$ cat config.mk
export PLATFORM = sky130hd
export DESIGN_NAME = fp32_divider_seq
export DESIGN_NICKNAME = d
export VERILOG_FILES = /design/src/rtl/fp32_divider_seq.sv
export SDC_FILE = /design/constraint.sdc
export NUM_CORES = 1
export LEC_CHECK = 0
export ABC_CLOCK_PERIOD_IN_PS = 3300
export BUFFER_PORTS_ARGS = -buffer_cell sky130_fd_sc_hd__buf_2
export CAP_MARGIN = 15
export CORE_MARGIN = 10
export CORE_UTILIZATION = 54
export DETAILED_ROUTE_END_ITERATION = 10
export PLACE_DENSITY_LB_ADDON = 0.05
export REMOVE_ABC_BUFFERS = 1
export SYNTH_ARGS = -nofsm -noshare
export SYNTH_HDL_FRONTEND = slang
export SYNTH_SLANG_ARGS = --single-unit
$ cat constraint.sdc
create_clock -name clk -period 3.3 [get_ports clk]
set_clock_uncertainty 0.15 [all_clocks]
set_input_delay 0.33 -clock clk [delete_from_list [all_inputs] [get_ports clk]]
set_output_delay 0.33 -clock clk [all_outputs]
set_load 0.02 [all_outputs]
$ cat src/rtl/fp32_divider_seq.sv
// fp32_divider_seq: iterative FP32 divider, one quotient bit per clock, RNE.
// Define FP_DIV_FLAGS_EN to add the IEEE exception flags output.
module fp32_divider_seq (
  input  logic        clk,
  input  logic        rst_n,
  input  logic        in_valid,
  output logic        in_ready,
  input  logic [31:0] x,
  input  logic [31:0] y,
  output logic        out_valid,
  input  logic        out_ready,
  output logic [31:0] k
`ifdef FP_DIV_FLAGS_EN
  ,
  output logic [4:0]  flags
`endif
);
  localparam int QBITS = 27;
  localparam int EXP_W = 10;

  typedef enum logic [1:0] {
    IDLE,
    DIVIDE,
    ROUND,
    DONE
  } state_t;

  state_t state;

  logic [QBITS-1:0] q;
  logic [24:0] rem;
  logic [23:0] mb;
  logic [4:0] cnt;
  logic sign;
  logic signed [EXP_W-1:0] e_r;

  logic x_zero, y_zero, x_inf, y_inf;
  logic x_nan, y_nan, sp_nan, special;
  logic [31:0] sp_k;

  assign x_zero = (x[30:23] == 8'h00);
  assign y_zero = (y[30:23] == 8'h00);
  assign x_inf  = (x[30:23] == 8'hFF) && (x[22:0] == 23'd0);
  assign y_inf  = (y[30:23] == 8'hFF) && (y[22:0] == 23'd0);
  assign x_nan  = (x[30:23] == 8'hFF) && (x[22:0] != 23'd0);
  assign y_nan  = (y[30:23] == 8'hFF) && (y[22:0] != 23'd0);

  assign sp_nan = x_nan | y_nan | (x_zero & y_zero)
                | (x_inf & y_inf);
  assign special = sp_nan | x_inf | y_zero
                 | x_zero | y_inf;

  // Specials overlap, so evaluation order sets priority
  always_comb begin
    if (sp_nan)
      sp_k = 32'h7FC0_0000;
    else if (x_inf | y_zero)
      sp_k = {x[31] ^ y[31], 8'hFF, 23'd0};
    else
      sp_k = {x[31] ^ y[31], 31'd0};
  end

  logic [22:0] frac, frac_r;
  logic g, s, up, carry, ovf, unf;
  logic signed [EXP_W-1:0] e_n, e_f;
  logic [31:0] rnd_k;

  // Leading quotient bit is always 1 after normalisation
  always_comb begin
    if (q[QBITS-1]) begin
      frac = q[25:3];
      g    = q[2];
      s    = (|q[1:0]) | (|rem);
      e_n  = e_r;
    end else begin
      frac = q[24:2];
      g    = q[1];
      s    = q[0] | (|rem);
      e_n  = e_r - 10'sd1;
    end
    up     = g & (s | frac[0]);
    carry  = up & (&frac);
    frac_r = frac + {22'd0, up};
    e_f    = carry ? e_n + 10'sd1 : e_n;
    ovf    = (e_f >= 10'sd255);
    unf    = (e_f <= 10'sd0);
    if (ovf)
      rnd_k = {sign, 8'hFF, 23'd0};
    else if (unf)
      rnd_k = {sign, 31'd0};
    else
      rnd_k = {sign, e_f[7:0], frac_r};
  end

`ifdef FP_DIV_FLAGS_EN
  logic [4:0] sp_flags, rnd_flags;
  assign sp_flags = {sp_nan,
                     ~sp_nan & ~x_inf & y_zero,
                     3'b000};
  assign rnd_flags = {2'b00, ovf, unf,
                      g | s | ovf | unf};
`endif

  always_ff @(posedge clk or negedge rst_n) begin
    if (!rst_n) begin
      state     <= IDLE;
      in_ready  <= 1'b1;
      out_valid <= 1'b0;
      k         <= 32'd0;
      q         <= '0;
      rem       <= '0;
      mb        <= '0;
      cnt       <= '0;
      sign      <= 1'b0;
      e_r       <= '0;
`ifdef FP_DIV_FLAGS_EN
      flags     <= '0;
`endif
    end else begin
      unique case (state)
        IDLE: begin
          if (in_valid) begin
            in_ready <= 1'b0;
            sign     <= x[31] ^ y[31];
            if (special) begin
              k     <= sp_k;
              state <= DONE;
`ifdef FP_DIV_FLAGS_EN
              flags <= sp_flags;
`endif
            end else begin
              mb    <= {1'b1, y[22:0]};
              rem   <= {2'b01, x[22:0]};
              q     <= '0;
              cnt   <= '0;
              e_r   <= $signed({2'b00, x[30:23]})
                     - $signed({2'b00, y[30:23]})
                     + 10'sd127;
              state <= DIVIDE;
`ifdef FP_DIV_FLAGS_EN
              flags <= '0;
`endif
            end
          end
        end
        DIVIDE: begin
          if (rem >= {1'b0, mb}) begin
            q   <= {q[QBITS-2:0], 1'b1};
            rem <= (rem - {1'b0, mb}) << 1;
          end else begin
            q   <= {q[QBITS-2:0], 1'b0};
            rem <= rem << 1;
          end
          cnt <= cnt + 5'd1;
          if (cnt == 5'(QBITS - 1))
            state <= ROUND;
        end
        ROUND: begin
          k         <= rnd_k;
          out_valid <= 1'b1;
          state     <= DONE;
`ifdef FP_DIV_FLAGS_EN
          flags     <= rnd_flags;
`endif
        end
        DONE: begin
          // Special results arrive with out_valid low for one clock
          if (!out_valid) begin
            out_valid <= 1'b1;
          end else if (out_ready) begin
            out_valid <= 1'b0;
            in_ready  <= 1'b1;
            state     <= IDLE;
          end
        end
        default: state <= IDLE;
      endcase
    end
  end
endmodule

==> qor.txt, run 1 <==
Leak: 5.40 nW
dpl cells: 1386
R2R cell count: 14
CP Launch Type: flip-flop
minimum clock period: 3.23 ns
Layout Cells excl Fill: 1447
Finished Cell Area: 11400 µm²
global-route wire length before repair: 40.5 mm
hold path depth: 2
largest cells by area after synthesis: dfrtp_1, ha_1, nand2_1, o21ai_0, xnor2_1
worst-margin pin slew: 0.893 ns
final hold violation count: 0
HPWL after DPL: 17.6 mm
CP peak stage delay: 0.45 ns
Reg2Reg Capture Point: k[26]$_DFFE_PN0P_
Remaining Overflow, GRT: 0
max-capacitance violation count: 0
f_max: 309 MHz
Pins Over Slew Limit: 0
number of synthesis warnings: 0
CP most frequent cell: buf_4
vias in the first global route: 8311
VDD IR-drop max: 0.000587 V
unrepaired setup endpoints after global routing: true
synthesized area per cell: 8.91 µm²
via count: 8251
layout cells sized above 1: 27.4%
Tot GR Track Use: 22.2%
drt pass-1 iters: 5
Crit Path Class: flip-flop to flip-flop
IO buf count: 101
DR vias/cell: 5.70
hold crit path type: input pin to flip-flop
CTS buffer count: 17
Crit-path slowest cell: dfrtp_2
pre-CTS setup slack: -0.190 ns
Post-Synthesis Cells: 1008
Post-synth ARST share: 100%
Synth Flop Type: dfrtp_1
CTS tree: done
run status: completed
Routed WL per cell: 17.1 µm
initial antenna violation count: 0
Rows: 47
die width: 149 µm
post-synth top area share: 35.4%
post-synthesis sequential area ratio: 35.7%
CTS clock-pin slew for the worst setup and hold paths: 0.06 ns
H-tree depth: 4
period utilization: 98.0%
post-route worst setup slack: 0.0664 ns
critical-path cell list: buf_4, inv_2, buf_4, mux2_2, inv_2, ha_4, nand2_2, nor4_4, xor2_1, nand2_1, o31ai_4, buf_4, and2_4, o311ai_4
Power Density: 982 nW/µm²
Hold Path Sink: mb[21]$_DFFE_PN0P_
Ant. Diodes: 0
die area: 22200 µm²
CP max FO: 5
initial cell density of the core: 54.5%
Yosys reg bits: 128
worst-skew pair later-pin latency: 0.43 ns
residual DRC count: 0
Data required, critical path: 3.44 ns
Synth cell types: 85
ANT nets after route: 0
die height: 149 µm
EDFF count, synth: 0
Clock Tree Root: clkbuf_16
Post-DP Area: 10400 µm²
CTS Buffer Depth: 2
GPL Wtd Cong: 0.902
Core Region: 16500 µm²
fin nets: 1327
routed wire length: 24.7 mm
reg2reg setup slack: 0.07 ns
CP arrival: 3.37 ns
Iter 0 DRT Violations: 479
largest net degree at the start of global routing: 129
HP Start: y[21]
area leader, netlist: dfrtp_1
Synth Cell Area: 8980 µm²
number of placed I/O pins: 102
Max-slew headroom: 40.5%
Critical Path Sink Type: flip-flop
final setup violation count: 0
synthesis-to-finish area growth: 27.2%
CTS sink cnt: 128
R2R Path Start: q[26]$_DFFE_PN0P_
## through the flow
step / TNS (ns) / utilization, % / power [W] / hold WS, ns
after floorplan: -86.70 / - / 0.00675 / -0.116
after global placement: -1.76 / 63.0 / 0.00870 / 0.293
after detailed placement: -2.93 / 63.0 / 0.00877 / 0.295
after CTS: 0 / 68.1 / 0.0108 / 0.00125
after global routing: -1.08 / 69.3 / 0.0121 / 0.0208
final: 0 / 69.3 / 0.0112 / 0.00770
## cell usage after synthesis (10+ instances only)
master / instances
a22o_1: 17
nor2_1: 46
clkbuf_1: 34
a21o_1: 19
nor3_1: 15
mux2i_1: 28
buf_2: 10
and3_1: 26
xnor2_1: 40
o22ai_1: 11
mux2_2: 29
xor2_1: 28
nor4_1: 21
o31ai_1: 13
a21oi_1: 62
nand2_1: 110
nand4_1: 19
nand3_1: 19
o21ai_0: 78
dfrtp_1: 127
ha_1: 43
and2_1: 13
inv_1: 60
## sequential cells by signal (all words and copies together) (netlist names)
| signal | cells |
|---|---|
| out_valid | 1 |
| rem | 25 |
| state | 2 |
| e_r | 10 |
| sign | 1 |
| mb | 24 |
| cnt | 5 |
| k | 32 |
| in_ready | 1 |
| q | 27 |
## power breakdown
part           internal (W)  leakage (nW)  switching, W
logic               0.00311          3.48       0.00380
registers           0.00205          1.64      0.000330
clock network       0.00120         0.288      0.000729
total               0.00636          5.40       0.00485
## worst max-delay path: cells and delay by family (launching register included)
| kind | cells | cell delay [ns] |
|---|---|---|
| XOR/XNOR | 1 | 0.22 |
| multiplexers | 1 | 0.37 |
| adder cells (fa/ha/maj) | 1 | 0.16 |
| AO/OA/AOI/OAI | 2 | 0.41 |
| buffers and inverters | 5 | 0.64 |
| AND/OR/NAND/NOR | 4 | 0.70 |
| flip-flops | 1 | 0.45 |
## layout make-up
type,instances,area (µm²)
clock buffers,18,439
clock inverters,14,166
fillers,1350,5050
inverters,62,233
multi-input cells,768,5470
flip-flops and latches,128,3210
well taps,220,275
repair buffers,237,1630
## cells in the final DEF (no fill, tap or decap), types with 18 or more instances in the layout
master and n:
dfrtp_1 126, buf_4 115, nand2_1 108, buf_2 100, o21ai_0 77, a21oi_1 62, inv_1 59, nor2_1 45
ha_1 41, xnor2_1 40, mux2_2 29, mux2i_1 28, xor2_1 28, and3_1 26, nor4_1 19, nand4_1 19
nand3_1 18, a21o_1 18
## worst max-delay path by stage
stage	startpoint	end	slack (ns)	cells after the start
floorplan	y[25]	q[10]$_DFFE_PN0P_	-1.34	6
global placement	q[26]$_DFFE_PN0P_	k[8]$_DFFE_PN0P_	-0.14	11
detailed placement	q[26]$_DFFE_PN0P_	k[8]$_DFFE_PN0P_	-0.19	11
CTS	q[26]$_DFFE_PN0P_	k[15]$_DFFE_PN0P_	0.03	11
global route	q[26]$_DFFE_PN0P_	k[8]$_DFFE_PN0P_	-0.08	14
finish	q[26]$_DFFE_PN0P_	k[26]$_DFFE_PN0P_	0.07	14
## what timing repair did
item / in CTS / in global routing
hold buffers: 17 / 0
gates cloned: 0 / 1
gates resized for setup: 8 / 26
pin swaps: 1 / 9
buffers inserted: 1 / 10
hold endpoints to repair: 143 / 0
endpoints found under the setup margin: 32 / 51
## layer usage
metal	vias up	global-route usage (%)	wire [µm]
met1	3932	28.5	11100
met3	48	4.00	1150
met2	190	36.6	11900
li1	4081	-	-
met4	0	7.95	558
met5	-	0	0
## logic make-up (layout without fill, tap and decap cells)
kind of cell,Yosys count,after routing,synth area share [%]
DFF,128,128,35.7
xor gates and xnor gates,70,70,6.99
buffers and inverters,113,331,5.28
AOI/OAI and AO/OA,276,276,20.1
adders and majority gates,45,45,6.44
and+or+nand+nor,316,317,18.4
muxes,60,60,7.18
Note: power is estimated with default switching activity, not from simulation.
==> run 2, diff against run 1 <==
- CTS_CLUSTER_SIZE: unset -> 40
- RECOVER_POWER: unset -> 50
==> qor.txt, run 2 (synthesized netlist as in run 1, its figures left out) <==
CP most frequent cell: buf_4
most common cell after layout, fill and taps aside: dfrtp_1
hold crit path type: input pin to flip-flop
CTS clock-pin slew for the worst setup and hold paths: 0.06 ns (about the same)
Clk pwr share: 17.2% (about the same)
die height: 149 µm (unchanged)
CP max FO: 5 (unchanged)
run status: finished, violations left
Routed WL per cell: 17.0 µm (-0.31%)
HP Start: y[21]
vias in the first global route: 8311 (unchanged)
Biggest register: k
residual DRC count: 0 (unchanged)
CP peak stage delay: 0.45 ns (about the same)
reg2reg setup slack: 0.07 ns (about the same)
Crit Path Class: flip-flop to flip-flop
H-tree depth: 4 (unchanged)
critical-path cell list: buf_4, inv_2, buf_4, mux2_2, inv_2, ha_4, nand2_2, nor4_4, xor2_1, nand2_1, o31ai_4, buf_4, and2_4, o311ai_4
switching part of the total power: 43.3% (about the same)
final core occ: 69.2% (-0.11 points)
Ant. Diodes: 0 (unchanged)
f_max: 309 MHz (about the same)
DR vias/cell: 5.73 (+0.44%)
initial cell density of the core: 54.5% (unchanged)
sequential power share: 21.2% (about the same)
routed wire length: 24.6 mm (-0.31%)
max reg flops: 32 (unchanged)
unrepaired setup endpoints after global routing: true
R2R cell count: 14 (unchanged)
post-route worst setup slack: 0.0666 ns (+0.000205 ns)
CP Launch Type: flip-flop
final hold violation count: 0 (unchanged)
synthesis-to-finish area growth: 27.0%
max-capacitance violation count: 1 (+1)
HPWL after DPL: 17.6 mm (unchanged)
Max-slew headroom: -17.6% (-58 points)
R2R Path Start: q[26]$_DFFE_PN0P_
CTS sink cnt: 128 (unchanged)
Leak: 5.38 nW (-0.33%)
Rows: 47 (unchanged)
P_sw: 0.00485 W (-0.17%)
worst-margin pin slew: 1.76 ns (+0.871 ns)
Top Registers: k (32), q (27), rem (25)
internal power: 0.00636 W (about the same)
ANT nets after route: 0 (unchanged)
CP arrival: 3.37 ns (about the same)
fin nets: 1327 (unchanged)
Tot GR Track Use: 22.2% (unchanged)
Power Density: 983 nW/µm² (about the same)
worst-skew pair later-pin latency: 0.43 ns (about the same)
Critical Path Sink Type: flip-flop
failing checks: max-capacitance violations, max-slew violations
Clock Tree Root: clkbuf_16
dpl cells: 1386 (unchanged)
die width: 149 µm (unchanged)
most frequent cells in the layout: dfrtp_1, buf_4, nand2_1, buf_2, o21ai_0
layout cells sized above 1: 27.1% (-0.33 points)
CTS tree: done
IO buf count: 101 (unchanged)
largest net degree at the start of global routing: 129 (unchanged)
CTS buffer count: 17 (unchanged)
Data required, critical path: 3.43 ns (about the same)
initial antenna violation count: 0 (unchanged)
hold path depth: 2 (unchanged)
GPL Wtd Cong: 0.902 (unchanged)
Pins Over Slew Limit: 129 (+129)
Remaining Overflow, GRT: 0 (unchanged)
pre-CTS setup slack: -0.190 ns (unchanged)
VDD IR-drop max: 0.000586 V (about the same)
Layout Cells excl Fill: 1447 (unchanged)
Crit-path slowest cell: dfrtp_2
minimum clock period: 3.23 ns (-0.000205 ns)
drt pass-1 iters: 6 (+1)
Core Region: 16500 µm² (unchanged)
Worst Setup SP: q[26]$_DFFE_PN0P_
Gate power share: 61.6% (about the same)
global-route wire length before repair: 40.5 mm (unchanged)
setup_tns: 0 ns (unchanged)
via count: 8287 (+0.44%)
die area: 22200 µm² (unchanged)
Hold Path Sink: mb[21]$_DFFE_PN0P_
period utilization: 98.0% (about the same)
number of placed I/O pins: 102 (unchanged)
Reg2Reg Capture Point: k[26]$_DFFE_PN0P_
CTS Buffer Depth: 2 (unchanged)
WHS: 0.00915 ns (+0.00145 ns)
Iter 0 DRT Violations: 471 (-1.7%)
final setup violation count: 0 (unchanged)
==> run 2: cell count changes in the layout (fill, tap and decap cells not counted), sizes merged <==
cell,before,now
buf,220,214
clkbuf,18,24
==> run 2: worst max path at each step <==
stage	endpoint	slack, ns	cells past startpoint
2_1_floorplan	q[10]$_DFFE_PN0P_	-1.34	6
3_3_place_gp	k[8]$_DFFE_PN0P_	-0.14	11
3_5_place_dp	k[8]$_DFFE_PN0P_	-0.19	11
4_1_cts	k[15]$_DFFE_PN0P_	0.03	11
5_1_grt	k[8]$_DFFE_PN0P_	-0.08	14
6_report	k[26]$_DFFE_PN0P_	0.07	14
==> run 2: critical path: cells and delay by family (launching register included) <==
kind	cells	cell delay, ns
buffers and inverters	5	0.64
XOR/XNOR	1	0.22
AND/OR/NAND/NOR	4	0.69
multiplexers	1	0.37
adder cells (fa/ha/maj)	1	0.16
AO/OA/AOI/OAI	2	0.41
flip-flops	1	0.45
==> run 2: cell type report <==
class | instances | area [µm²]
Timing Repair Buffer | 237 | 1610
Sequential cell | 128 | 3210
Fill cell | 1356 | 5060
Tap cell | 220 | 275
Multi-Input combinational cell | 768 | 5470
Clock inverter | 14 | 166
Inverter | 62 | 233
Clock buffer | 18 | 439
==> run 2: metal layers <==
layer / part of all wire, % / up-vias / GRT usage, %
li1: - / 4081 / -
met1: 45 / 3946 / 28.5
met2: 48 / 218 / 36.6
met3: 5.0 / 42 / 4.00
met4: 2.2 / 0 / 7.95
met5: 0 / - / 0
==> run 2: through the flow <==
stage / area (µm²) / power, W
global route: 11400 / 0.0121
floorplan: 8740 / 0.00675
CTS: 11200 / 0.0108
finish: 11400 / 0.0112
detailed placement: 10400 / 0.00877
global placement: 10400 / 0.00870
==> run 2: what timing repair did <==
item,CTS,global route
hold buffers,17,0
setup buffers,1,10
endpoints found under the setup margin,32,51
hold endpoints to repair,143,0
pin swaps,1,9
resized for setup,8,26
cloned,0,1
==> run 2: power by group through the flow <==
stage               combinational [W]  clock (W)  sequential [W]
finish                        0.00690    0.00193         0.00238
global route                  0.00760    0.00202         0.00243
CTS                           0.00649    0.00196         0.00237
detailed placement            0.00638          0         0.00239
global placement              0.00632          0         0.00238
floorplan                     0.00430          0         0.00245
==> run 3, diff against run 2 <==
- CORE_MARGIN: 10 -> 4
==> qor.txt, run 3 (synthesized netlist as in run 1, its figures left out) <==
run status: completed
final hold violation count: 0 (unchanged)
f_max: 306 MHz (-1.2%)
Rows: 46 (-2.1%)
critical-path cell list: buf_6, mux2_4, nand4_1, or4_4, buf_4, nor3_4, buf_4, a21o_1, o2111ai_1, a21boi_2, a211oi_4, buf_12, a32o_1
CP most frequent cell: buf_4
CP arrival: 3.43 ns (+0.06 ns)
Remaining Overflow, GRT: 0 (unchanged)
most frequent cells in the layout: dfrtp_1, nand2_1, buf_4, o21ai_0, buf_2
ANT nets after route: 0 (unchanged)
initial antenna violation count: 0 (unchanged)
die area: 18800 µm² (-15%)
CTS clock-pin slew for the worst setup and hold paths: 0.06 ns (about the same)
Leak: 5.22 nW (-3.1%)
CTS Buffer Depth: 2 (unchanged)
CTS tree: done
Crit-path slowest cell: or4_4
H-tree depth: 4 (unchanged)
final core occ: 70.1% (+0.89 points)
Critical Path Sink Type: flip-flop
Tot GR Track Use: 26.0% (+3.8 points)
largest net degree at the start of global routing: 59 (-54%)
CP Launch Type: flip-flop
DR vias/cell: 5.69 (-0.69%)
Top Registers: k (32), q (27), rem (25)
most common cell after layout, fill and taps aside: dfrtp_1
CP peak stage delay: 0.59 ns (+0.14 ns)
Iter 0 DRT Violations: 446 (-5.3%)
max-capacitance violation count: 0 (-1)
die height: 137 µm (-8.1%)
hold crit path type: input pin to flip-flop
Data required, critical path: 3.45 ns (+0.02 ns)
IO buf count: 101 (unchanged)
residual DRC count: 0 (unchanged)
Power Density: 1010 nW/µm² (+2.3%)
Ant. Diodes: 0 (unchanged)
via count: 8110 (-2.1%)
unrepaired setup endpoints after global routing: true
die width: 137 µm (-8.1%)
CTS buffer count: 17 (unchanged)
Max-slew headroom: 1.02% (+19 points)
setup_tns: 0 ns (unchanged)
worst-margin pin slew: 1.48 ns (-0.279 ns)
layout cells sized above 1: 24.5% (-2.5 points)
Clock Tree Root: clkbuf_16
drt pass-1 iters: 6 (unchanged)
CTS sink cnt: 128 (unchanged)
final setup violation count: 0 (unchanged)
fin nets: 1310 (-1.3%)
CP max FO: 18 (+13)
max reg flops: 32 (unchanged)
Core Region: 16100 µm² (-2.1%)
VDD IR-drop max: 0.000727 V (+24%)
minimum clock period: 3.27 ns (+0.0387 ns)
synthesis-to-finish area growth: 25.9%
Routed WL per cell: 17.0 µm (-0.19%)
HPWL after DPL: 17.5 mm (-0.78%)
Crit Path Class: flip-flop to flip-flop
global-route wire length before repair: 38.8 mm (-4.0%)
initial cell density of the core: 55.7% (+1.2 points)
vias in the first global route: 7864 (-5.4%)
period utilization: 99.2% (+1.2 points)
reg2reg setup slack: 0.03 ns (-0.04 ns)
Biggest register: k
GPL Wtd Cong: 0.883 (-2.1%)
routed wire length: 24.2 mm (-1.6%)
worst-skew pair later-pin latency: 0.42 ns (about the same)
Pins Over Slew Limit: 0 (-100%)
number of placed I/O pins: 102 (unchanged)
-- run 3: repair_timing --
item | 4_1_cts | 5_1_grt
setup endpoints to repair | 31 | 47
gates resized for setup | 5 | 37
buffers inserted | 1 | 14
cloned | 0 | 1
pin swaps | 4 | 19
hold buffers | 7 | 1
endpoints found under the hold margin | 62 | 1
-- run 3: routing by layer --
layer  track usage [%]  up-vias  share of wire, %
li1                  -     4036                 -
met1              34.6     3884                46
met2              44.3      167                49
met3              4.67       23               3.6
met4              5.88        0               1.0
met5                 0        -                 0
-- run 3: worst max-delay path: cells and delay by family (launching register included) --
family / cells / cell delay, ns
AND/OR/NAND/NOR: 3 / 0.87
AO/OA/AOI/OAI: 5 / 0.86
buffers and inverters: 4 / 0.64
flip-flops: 1 / 0.42
multiplexers: 1 / 0.19
-- run 3: path summary, 6_finish.rpt --
| check | start | cells after the start | endpoint |
|---|---|---|---|
| min reg2reg | mb[23]$_DFFE_PN0P_ | 2 | mb[23]$_DFFE_PN0P_ |
| max | q[26]$_DFFE_PN0P_ | 13 | k[8]$_DFFE_PN0P_ |
| max in group asynchronous | rst_n | 3 | rem[10]$_DFFE_PN0P_ |
| min in group asynchronous | rst_n | 2 | q[15]$_DFFE_PN0P_ |
| max reg2reg | q[26]$_DFFE_PN0P_ | 13 | k[8]$_DFFE_PN0P_ |
| min | y[17] | 2 | mb[17]$_DFFE_PN0P_ |
-- run 3: power breakdown --
part           total (W)  switching (W)  leakage, nW  internal (W)
logic            0.00666        0.00369         3.25       0.00297
clock network    0.00225       0.000732        0.333       0.00151
registers        0.00245       0.000402         1.64       0.00205
-- run 3: cell type report --
class                           instances  area [µm²]
Clock buffer                           18         439
Clock inverter                         14         260
Fill cell                            1326        4810
Inverter                               62         233
Multi-Input combinational cell        768        5500
Sequential cell                       128        3210
Tap cell                              216         270
Timing Repair Buffer                  220        1400
-- run 3: through the flow --
stage | std cells | hold WS (ns) | instance area, µm² | power, W | worst slack [ns]
3_5_place_dp | 1370 | 0.293 | 10300 | 0.00870 | -0.246
6_report | 1426 | 0.0107 | 11300 | 0.0114 | 0.0279
5_1_grt | 1426 | 0.000292 | 11300 | 0.0122 | -0.0813
2_1_floorplan | 957 | -0.116 | 8740 | 0.00675 | -1.34
4_1_cts | 1410 | 0.000204 | 11100 | 0.0111 | -0.0168
3_3_place_gp | 1370 | 0.294 | 10300 | 0.00860 | -0.170
